[config.mk]
export PLATFORM = sky130hd
export DESIGN_NAME = flash_read_arbiter
export DESIGN_NICKNAME = d
export VERILOG_FILES = /design/src/rtl/flash_read_arbiter.sv
export SDC_FILE = /design/constraint.sdc
export NUM_CORES = 1
export LEC_CHECK = 0
export CAP_MARGIN = 20
export CELL_PAD_IN_SITES_DETAIL_PLACEMENT = 0
export CELL_PAD_IN_SITES_GLOBAL_PLACEMENT = 1
export CORE_MARGIN = 1.5
export CORE_UTILIZATION = 41
export DETAILED_ROUTE_END_ITERATION = 12
export DONT_BUFFER_PORTS = 1
export GPL_TIMING_DRIVEN = 0
export PLACE_DENSITY_LB_ADDON = 0.15
export SYNTH_ARGS = -nofsm -noshare
export SYNTH_HDL_FRONTEND = slang
export SYNTH_SLANG_ARGS = --single-unit
export TNS_END_PERCENT = 30
[constraint.sdc]
create_clock -name clk -period 5.5 [get_ports clk]
set_clock_uncertainty 0.15 [all_clocks]
set_input_delay 1.65 -clock clk [delete_from_list [all_inputs] [get_ports clk]]
set_output_delay 1.65 -clock clk [all_outputs]
set_load 0.1 [all_outputs]
[src/rtl/flash_read_arbiter.sv]
// flash_read_arbiter: two-requester read arbiter in front of an Avalon-MM flash, with a readdatavalid timeout.
// Define ROUND_ROBIN_EN for round-robin arbitration; the default build gives requester A fixed priority.
module flash_read_arbiter #(
    parameter int TIMEOUT_CYCLES = 255,
    parameter int ADDR_W = 23
) (
    input  logic              clk,
    input  logic              reset,
    input  logic              a_req,
    input  logic [ADDR_W-1:0] a_addr,
    output logic              a_done,
    output logic [31:0]       a_data,
    input  logic              b_req,
    input  logic [ADDR_W-1:0] b_addr,
    output logic              b_done,
    output logic [31:0]       b_data,
    output logic              err,
    output logic              flash_mem_read,
    output logic [ADDR_W-1:0] flash_mem_address,
    output logic [3:0]        flash_mem_byteenable,
    input  logic              flash_mem_waitrequest,
    input  logic [31:0]       flash_mem_readdata,
    input  logic              flash_mem_readdatavalid
);
    localparam logic [1:0] IDLE = 2'd0, ISSUE = 2'd1, WAITDATA = 2'd2, RESPOND = 2'd3;
    localparam int CW = $clog2(TIMEOUT_CYCLES + 1);
    logic [1:0]        r_state;
    logic              r_grant_b;
    logic              r_err;
    logic [ADDR_W-1:0] r_addr;
    logic [CW-1:0]     r_cnt;
    logic [31:0]       r_a_data;
    logic [31:0]       r_b_data;
    logic              w_pick_b;
    logic              w_finish;
    logic [31:0]       w_word;
`ifdef ROUND_ROBIN_EN
    logic r_last_b;
    assign w_pick_b = b_req && (!a_req || !r_last_b);
    always_ff @(posedge clk or posedge reset) begin
        if (reset)
            r_last_b <= 1'b1;
        else if (r_state == IDLE && (a_req || b_req))
            r_last_b <= w_pick_b;
    end
`else
    assign w_pick_b = b_req && !a_req;
`endif
    // A response arriving on the final WAITDATA cycle still wins over the timeout.
    assign w_finish = flash_mem_readdatavalid || (r_cnt == CW'(TIMEOUT_CYCLES - 1));
    assign w_word   = flash_mem_readdatavalid ? flash_mem_readdata : 32'h0;
    always_ff @(posedge clk or posedge reset) begin
        if (reset) begin
            r_state   <= IDLE;
            r_grant_b <= 1'b0;
            r_err     <= 1'b0;
            r_addr    <= '0;
            r_cnt     <= '0;
            r_a_data  <= '0;
            r_b_data  <= '0;
        end else begin
            case (r_state)
                IDLE: if (a_req || b_req) begin
                    r_grant_b <= w_pick_b;
                    r_addr    <= w_pick_b ? b_addr : a_addr;
                    r_err     <= 1'b0;
                    r_state   <= ISSUE;
                end
                ISSUE: if (!flash_mem_waitrequest) begin
                    r_cnt   <= '0;
                    r_state <= WAITDATA;
                end
                WAITDATA: if (w_finish) begin
                    if (r_grant_b)
                        r_b_data <= w_word;
                    else
                        r_a_data <= w_word;
                    r_err   <= !flash_mem_readdatavalid;
                    r_state <= RESPOND;
                end else begin
                    r_cnt <= r_cnt + CW'(1);
                end
                default: r_state <= IDLE;
            endcase
        end
    end
    assign flash_mem_read       = r_state == ISSUE;
    assign flash_mem_address    = r_addr;
    assign flash_mem_byteenable = 4'hF;
    assign a_done               = r_state == RESPOND && !r_grant_b;
    assign b_done               = r_state == RESPOND && r_grant_b;
    assign err                  = r_state == RESPOND && r_err;
    assign a_data               = r_a_data;
    assign b_data               = r_b_data;
endmodule

Word level (Yosys, flattened, before mapping)
Index checks and enable logic that the tools add are counted.
{"block": "totals", "ff_bits": 99}
{"block": "classes", "n_addsub": 1, "eq_ne": 8, "muxes": 12, "bitwise_logic": 1, "reduce_logical": 18}
{"cell": "$mux W32", "n": 1}
{"cell": "$mux W23", "n": 1}
{"cell": "$mux W8", "n": 2}
{"cell": "$pmux W8 S2", "n": 1}
{"cell": "$reduce_and A3 Y1", "n": 5}
{"cell": "$add A8 B1 Y8 const B", "n": 1}
{"cell": "$eq A8 B8 Y1 const B", "n": 1}
{"cell": "$ne A2 B2 Y1 const B", "n": 4}
{"cell": "$mux W2", "n": 3}
{"cell": "$pmux W2 S3", "n": 1}
{"cell": "$eq A2 B2 Y1 const B", "n": 2}
{"cell": "$logic_and A1 B1 Y1", "n": 4}
{"cell": "$reduce_bool A2 Y1", "n": 2}
{"cell": "$logic_not A1 Y1", "n": 3}
{"cell": "$eq A2 B1 Y1 const B", "n": 1}
{"cell": "$logic_not A2 Y1", "n": 1}
{"cell": "$logic_or A1 B1 Y1", "n": 2}
{"cell": "$mux W1", "n": 2}
{"cell": "$pmux W1 S2", "n": 1}
{"cell": "$reduce_and A2 Y1", "n": 1}
{"cell": "$not A1 Y1", "n": 1}

Logic depth before layout (Yosys ltp)
Gate-level depths: netlist of run 1.
{"block": "logic_depth", "ltp_word": 4, "mapped_depth": 7, "depth_no_buf": 6}

Least setup slack after synthesis of run 1
Ideal clock, no wire load.
{"block": "synth_path", "kind": "register to output", "start": "reg r_state[1]", "end": "out a_done", "t_arrival_ps": 1897, "required_time_ps": 3700, "path_slack_ps": 1803, "path_stages_with_launch": 3, "path_buffers": 0, "path_cell_list": "dfrtp_1 -> ha_1 -> nor2b_1"}
{"block": "synth_between", "elab_chain_len": 2}
{"item": "start, declared", "line": "27", "text": "logic [1:0] r_state;"}
{"item": "start signal, assigned", "line": "54", "text": "r_state <= IDLE;"}
{"item": "start signal, assigned", "line": "67", "text": "r_state <= ISSUE;"}
{"item": "start signal, assigned", "line": "71", "text": "r_state <= WAITDATA;"}
{"item": "$eq A2 B2 Y1", "line": "90", "text": "assign a_done = r_state == RESPOND && !r_grant_b;"}
{"item": "$logic_and A1 B1 Y1", "line": "90"}
{"item": "end, declared", "line": "11", "text": "output logic a_done,"}
Every way passes these cells.

Final worst setup path of run 1
Same ends and word-level chain as after synthesis.

==> results of run 1 <==
-- synth_stat cells (all sizes together), types with 2 or more instances --
| cell type | number |
|---|---|
| ha | 6 |
| and3 | 2 |
| nor2b | 4 |
| dfrtp | 99 |
| a31oi | 3 |
| o21ai | 31 |
| buf | 14 |
| mux2i | 25 |
| o211ai | 5 |
| nand3 | 5 |
| nor2 | 4 |
| inv | 7 |
| and2 | 3 |
| a22o | 64 |
| clkbuf | 13 |
| nand2 | 28 |
| a21oi | 5 |
-- worst paths after layout --
path | from | endpoint | slack, ns | depth (start not counted)
min in group asynchronous | reset | flash_mem_address[10]$_DFFE_PP0P_ | 1.08 | 1
max in group asynchronous | reset | b_data[28]$_DFFE_PP0P_ | 3.46 | 2
max | r_state[1]$_DFFE_PP0P_ | a_done | 1.85 | 2
min reg2reg | r_cnt[6]$_DFFE_PP0P_ | r_cnt[6]$_DFFE_PP0P_ | 0.42 | 1
max reg2reg | r_state[1]$_DFFE_PP0P_ | r_state[1]$_DFFE_PP0P_ | 2.91 | 5
min | r_cnt[6]$_DFFE_PP0P_ | r_cnt[6]$_DFFE_PP0P_ | 0.42 | 1
-- cell families after synthesis --
logic type	share of synthesized area, %
buffers and inverters	3.835
adder cells (fa/ha/maj)	1.826
AO/OA/AOI/OAI	21.33
multiplexers	6.360
AND/OR/NAND/NOR	6.299
other	0.09121
flip-flops	60.26
-- critical path, cell delays in order (launching register included) --
cell and delay [ns]:
dfrtp_1 0.41, ha_1 0.21, nor2b_2 0.87
-- registers in the layout, indices dropped and copies added (netlist names) --
signal,cells
a_data,32
b_data,32
flash_mem_address,23
r_cnt,8
r_state,2
r_err,1
r_grant_b,1
-- per-stage QoR --
stage	setup TNS [ns]	instances	util (%)	hold WS [ns]	setup slack, ns
finish	0	487	46.66	0.4172	1.846
global route	0	487	46.66	0.4454	1.749
CTS	0	487	46.66	0.4139	1.818
detailed placement	0	471	44.42	0.3981	2.239
global placement	-0.3716	470	44.08	0.3790	-0.006607
floorplan	0	337	-	0.3542	1.110
-- metal layers --
layer	share of wire, %	vias to the layer above	track usage [%]
li1	-	1246	-
met1	43	1335	22.65
met2	46	145	26.42
met3	11	9	6.644
met4	1.3	0	5.509
met5	0	-	0
-- cell type report --
cell class / instances / area [µm²]
Clock inverter: 7 / 93.84
Clock buffer: 9 / 123.9
Fill cell: 937 / 5190
Buffer: 27 / 131.4
Multi-Input combinational cell: 204 / 1490
Timing Repair Buffer: 1 / 27.53
Inverter: 7 / 28.78
Sequential cell: 99 / 2477
Tap cell: 133 / 166.4
==> flow_summary_export.csv, run 1 <==
group,metric,value,unit
critical_path,end_kind,"output pin",
timing,slew_viol_final,0,
global_route,antenna_found_initial,0,
timing,setup_viol,0,
synthesis,synth_top_area_share,60.26,%
floorplanning,top_level_ports,179,
floorplanning,fp.dieH,103.1,µm
final_layout,antennaDiodeCount,0,
synthesis,yosys-top-cells-area,"dfrtp_1 60%, a22o_1 14%, mux2i_1 6.1%",
synthesis,synthFlopType,"dfrtp_1",
routing,dr.pass1.iters,4,
synthesis,synthCells,334,
cts,clk_latency,0.37,ns
placement,placed_area,4322,µm²
synthesis,ys_warn_count,0,
critical_path,worst_ep_required_time,3.70,ns
global_route,grt_max_degree,53,
timing,timing.final.crit_share,66.44,%
timing,timing.final.hold_violations,0,
final_layout,final_cell_mix,"99 x dfrtp_1, 64 x a22o_1, 28 x nand2_1",
timing,rsz0062_at_grt,"no",
timing,timing.fmax,0.2736,GHz
run,max_cap_viol_count,0,
timing,worst_pin_slew,1.058,ns
cts,clockBufferDepth,2,
timing,fin_crit,3.654,ns
floorplanning,num_rows,36,
floorplanning,chipWidth,103.1,µm
cts,clk_pin_slew,0.11,ns
routing,viasPerCell,5.616,
synthesis,ys_seq_elements,99,
final_layout,drive_above_1_share,10.45,%
final_layout,layout_commonest_cell,"dfrtp_1",
placement,gp_congestion,0.7230,
critical_path,critPathKind,"flop to output pin",
placement,detailed_place_hpwl,6756,µm
cts,numCtsBuffers,9,
routing,ant_nets,0,
global_route,grt_first_pass_wirelength,14150,µm
min_path,hold_class,"flop to flop",
cts,cts_hold_buf,0,
run_status,status,"complete, no violations",
global_route,gr-total-overflow,0,
critical_path,worstPathArrival,1.85,ns
floorplanning,initial_core_util,42.26,%
synthesis,async_reset_ff_share,100.0,%
final_layout,areaGrowthSynthToFinish,10.41,%
final_layout,final_cell_area,4539,µm²
synthesis,synth-seq-area-share,60.26,%
cts,post_cts_buffers,0,
synthesis,synth.avg_cell_area,12.31,µm²
routing,dr.first_iter.drc_count,115,
cts,post_cts_resized,0,
final_layout,nNetsFinal,439,
floorplanning,core,9729,µm²
timing,slew_headroom,29.12,%
routing,route.vias.total,2735,
cts,numClockSinks,99,
floorplanning,die_area,10640,µm²
synthesis,syn_area,4111,µm²
routing,drt-total-wl,9444,µm
cts,cts_tree,"built",
global_route,grt_pass1_vias,2690,
synthesis,synth-edff-count,0,
critical_path,worstPathMaxFanout,4,
synthesis,yosysTopAreaCell,"dfrtp_1",
synthesis,yosysUniqueCellTypes,37,
routing,route.detailed.drc,0,
global_route,grt_usage,17.26,%
critical_path,cp-start-kind,"flop",
placement,portBuffers,0,
routing,wl_per_cell,19.39,µm
cts,cts-root-buf,"clkbuf_8",
cts,cts_max_level,3,
Power of run 1 is left out: the tool's default activity adds up to more than one toggle a clock period on the data nets, which glitch-free logic cannot reach.
==> inputs of run 2 (changes only) <==
Clock period 5.5 ns to 3.25 ns, I/O delays scaled along.
==> run 2 against run 1 <==
First-iteration DRC count grew 23%. Die area is the same. Worst hold slack lost 0.014 ns. Non-clock buffer count rose by 1. Critical path depth did not move. Flip-flop and latch count is the same. Register-to-register slack lost 2.3 ns. Global-route usage grew 0.60 points. Largest cell class unchanged.
==> flow_summary_export.csv, run 2 (synthesized netlist as in run 1, its figures left out) <==
group,metric,value,unit
run_status,status,"complete, no violations",
final_layout,antennaDiodeCount,0,
floorplanning,core,9729,µm²
floorplanning,initial_core_util,42.26,%
run,max_cap_viol_count,0,
floorplanning,fp.dieH,103.1,µm
routing,route.detailed.drc,0,
timing,finalSetupTns,0,ns
routing,wl_per_cell,19.49,µm
global_route,grt_pass1_vias,2746,
critical_path,cp-start-kind,"flop",
cts,cts_hold_buf,0,
timing,worst_pin_slew,1.056,ns
timing,timing.fmax,0.3351,GHz
placement,portBuffers,0,
critical_path,end_kind,"output pin",
timing,rsz0062_at_grt,"no",
global_route,grt_usage,17.87,%
cts,post_cts_resized,0,
global_route,gr-total-overflow,0,
timing,slew_viol_final,0,
routing,route.vias.total,2748,
floorplanning,die_area,10640,µm²
cts,cts_max_level,3,
placement,placed_cells,472,
global_route,grt_first_pass_wirelength,14450,µm
cts,numCtsBuffers,9,
critical_path,worst_ep_required_time,2.12,ns
cts,cts-root-buf,"clkbuf_8",
floorplanning,chipWidth,103.1,µm
global_route,antenna_found_initial,0,
cts,clk_pin_slew,0.11,ns
floorplanning,num_rows,36,
cts,numClockSinks,99,
min_path,hold_class,"flop to flop",
final_layout,layout_commonest_cell,"dfrtp_1",
cts,cts_tree,"built",
routing,viasPerCell,5.631,
routing,dr.pass1.iters,4,
routing,dr.first_iter.drc_count,141,
placement,gp_congestion,0.7347,
timing,slew_headroom,29.27,%
final_layout,areaGrowthSynthToFinish,10.32,%
timing,timing.final.hold_violations,0,
cts,clockBufferDepth,2,
cts,post_cts_buffers,0,
routing,drt-total-wl,9510,µm
timing,setup_viol,0,
cts,clk_latency,0.37,ns
final_layout,drive_above_1_share,10.70,%
critical_path,worstPathMaxFanout,4,
global_route,grt_max_degree,36,
final_layout,fin_cells,488,
timing,timing.final.crit_share,91.83,%
final_layout,final_cell_mix,"99 x dfrtp_1, 64 x a22o_1, 28 x nand2_1",
timing,hold_ws,0.4035,ns
placement,detailed_place_hpwl,6857,µm
critical_path,worstPathArrival,1.86,ns
timing,fin_crit,2.985,ns
routing,ant_nets,0,
final_layout,nNetsFinal,440,
floorplanning,top_level_ports,179,
critical_path,critPathKind,"flop to output pin",
-- run 2: cell type report --
cell class	instances	area, µm²
Buffer	27	131.4
Clock buffer	9	123.9
Clock inverter	7	76.32
Fill cell	911	5194
Inverter	7	30.03
Multi-Input combinational cell	204	1490
Sequential cell	99	2477
Tap cell	133	166.4
Timing Repair Buffer	2	40.04
-- run 2: path summary, 6_finish.rpt --
kind,slack (ns),cells after the start,start,endpoint
min in group asynchronous,0.44,1,reset,a_data[25]$_DFFE_PP0P_
max in group asynchronous,1.89,2,reset,b_data[4]$_DFFE_PP0P_
min,0.40,1,r_cnt[6]$_DFFE_PP0P_,r_cnt[6]$_DFFE_PP0P_
min reg2reg,0.40,1,r_cnt[6]$_DFFE_PP0P_,r_cnt[6]$_DFFE_PP0P_
max,0.27,2,r_state[1]$_DFFE_PP0P_,a_done
max reg2reg,0.65,6,r_state[1]$_DFFE_PP0P_,r_cnt[6]$_DFFE_PP0P_
-- run 2: routing by layer --
layer  wire [µm]  global-route usage (%)  part of all wire [%]
met2        4305                   27.28                    45
met5           0                       0                     0
met1        3973                   22.80                    42
met3        1089                   7.661                    11
met4         141                   6.237                   1.5
-- run 2: critical path: stages (launching register included) --
cell     delay [ns]
dfrtp_1        0.41
ha_1           0.21
nor2b_2        0.87
-- run 2: through the flow --
stage	utilization [%]	instance area (µm²)	setup WS, ns
final	46.62	4536	0.2655
after floorplan	-	4126	0.2276
after detailed placement	44.56	4335	0.6447
after global placement	44.12	4293	0.1503
after CTS	46.62	4536	0.2314
after global routing	46.62	4536	0.1476
Power of run 2 is left out for the same reason.
==> inputs of run 3 (changes only) <==
Settings changed: MAX_ROUTING_LAYER from default to met4.
Clock period 3.25 ns to 2.65 ns, I/O delays scaled along.
==> run 3 against run 2 <==
Die area is the same. Worst setup slack lost 0.11 ns. Register-to-register slack lost 0.19 ns. Critical path depth is the same. Flip-flop and latch count is the same. Worst hold slack lost 0.14 ns. Clock-buffer cell count is the same. Final cell count is the same. Wire length shrank 0.53%. Critical path type unchanged. Critical endpoint unchanged. Highest routed layer unchanged.
==> flow_summary_export.csv, run 3 (synthesized netlist as in run 1, its figures left out) <==
group,metric,value,unit
run_status,status,"complete, no violations",
routing,viasPerCell,5.619,
critical_path,worstPathMaxFanout,4,
final_layout,areaGrowthSynthToFinish,10.56,%
timing,timing.final.crit_share,94.05,%
floorplanning,initial_core_util,42.26,%
cts,clk_pin_slew,0.11,ns
run,max_cap_viol_count,0,
critical_path,path_cells,"ha_1 -> nor2b_4",
floorplanning,fp.dieH,103.1,µm
routing,dr.first_iter.drc_count,134,
critical_path,endpoint,"a_done",
timing,setup_viol,0,
global_route,grt_pass1_vias,2747,
timing,rsz0062_at_grt,"no",
critical_path,critPathTopFamily,"simple AND/OR/NAND/NOR gates",
critical_path,r2r-start,"r_state[1]$_DFFE_PP0P_",
critical_path,rr_worst_depth,6,
cts,cts_max_level,3,
cts,clk_latency,0.36,ns
floorplanning,core,9729,µm²
placement,portBuffers,0,
placement,placed_area,4335,µm²
cts,clockBufferDepth,2,
floorplanning,die_area,10640,µm²
critical_path,timing.reg2reg.setup_slack,0.46,ns
placement,detailed_place_hpwl,6857,µm
timing,timing.final.hold_violations,0,
critical_path,crit_path_start,"r_state[1]$_DFFE_PP0P_",
cts,cts_tree,"built",
floorplanning,top_level_ports,179,
routing,ant_nets,0,
global_route,grt_usage,18.34,%
global_route,grt_max_degree,36,
timing,fin_crit,2.492,ns
routing,wl_per_cell,19.39,µm
cts,post_cts_buffers,0,
timing,timing.fmax,0.4012,GHz
critical_path,cpPeakStageDelay,0.56,ns
critical_path,worst-path-stages,2,
timing,slew_headroom,36.09,%
global_route,gr-total-overflow,0,
cts,post_cts_resized,4,
critical_path,rr_endpoint,"r_cnt[6]$_DFFE_PP0P_",
cts,cts_hold_buf,0,
global_route,grt_first_pass_wirelength,14430,µm
routing,dr.pass1.iters,4,
floorplanning,chipWidth,103.1,µm
routing,route.vias.total,2742,
routing,route.detailed.drc,0,
final_layout,final_cell_area,4546,µm²
final_layout,antennaDiodeCount,0,
floorplanning,num_rows,36,
timing,worst_pin_slew,0.9586,ns
global_route,antenna_found_initial,0,
final_layout,layout_commonest_cell,"dfrtp_1",
final_layout,nNetsFinal,440,
critical_path,worstPathArrival,1.55,ns
critical_path,critPathKind,"flop to output pin",
critical_path,cp-start-kind,"flop",
final_layout,final_cell_mix,"99 x dfrtp_1, 64 x a22o_1, 28 x nand2_1",
cts,numClockSinks,99,
routing,drt-total-wl,9460,µm
critical_path,worst_ep_required_time,1.71,ns
min_path,hold_class,"primary input to async pin",
final_layout,drive_above_1_share,11.55,%
cts,numCtsBuffers,9,
critical_path,critPathSlowestCell,"nor2b_4",
critical_path,end_kind,"output pin",
critical_path,crit_buf_inv,0,
cts,cts-root-buf,"clkbuf_8",
placement,gp_congestion,0.7436,
timing,slew_viol_final,0,
## run 3: how the worst min path moves through the flow
stage                                         to  cells after the start
2_1_floorplan               r_cnt[2]$_DFFE_PP0P_                      1
3_3_place_gp                r_cnt[6]$_DFFE_PP0P_                      1
3_5_place_dp                r_cnt[6]$_DFFE_PP0P_                      1
4_1_cts        flash_mem_address[12]$_DFFE_PP0P_                      1
5_1_grt        flash_mem_address[12]$_DFFE_PP0P_                      1
6_report                  a_data[25]$_DFFE_PP0P_                      1
## run 3: final cells by class
type | instances | area, µm²
fillers | 909 | 5184
flip-flops and latches | 99 | 2477
multi-input cells | 204 | 1500
well taps | 133 | 166.4
plain buffers | 27 | 131.4
clock buffers | 9 | 123.9
clock inverters | 7 | 76.32
repair buffers | 2 | 40.04
inverters | 7 | 30.03
## run 3: stage by stage
step	hold slack (ns)	util [%]	worst slack (ns)	instances	TNS [ns]
after floorplan	0.3542	-	-0.1924	337	-0.1924
after global placement	0.3800	44.12	-0.2697	470	-1.435
after detailed placement	0.3819	44.56	0.04472	472	0
after CTS	0.2740	46.72	0.1166	488	0
after global routing	0.2968	46.72	0.03994	488	0
final	0.2644	46.72	0.1576	488	0
## run 3: per-layer routing
| layer | track usage [%] | share of wire, % |
|---|---|---|
| met5 | - | 0 |
| met4 | 6.861 | 1.6 |
| met3 | 6.712 | 11 |
| met2 | 27.28 | 46 |
| met1 | 22.93 | 42 |
Power of run 3 is left out for the same reason.
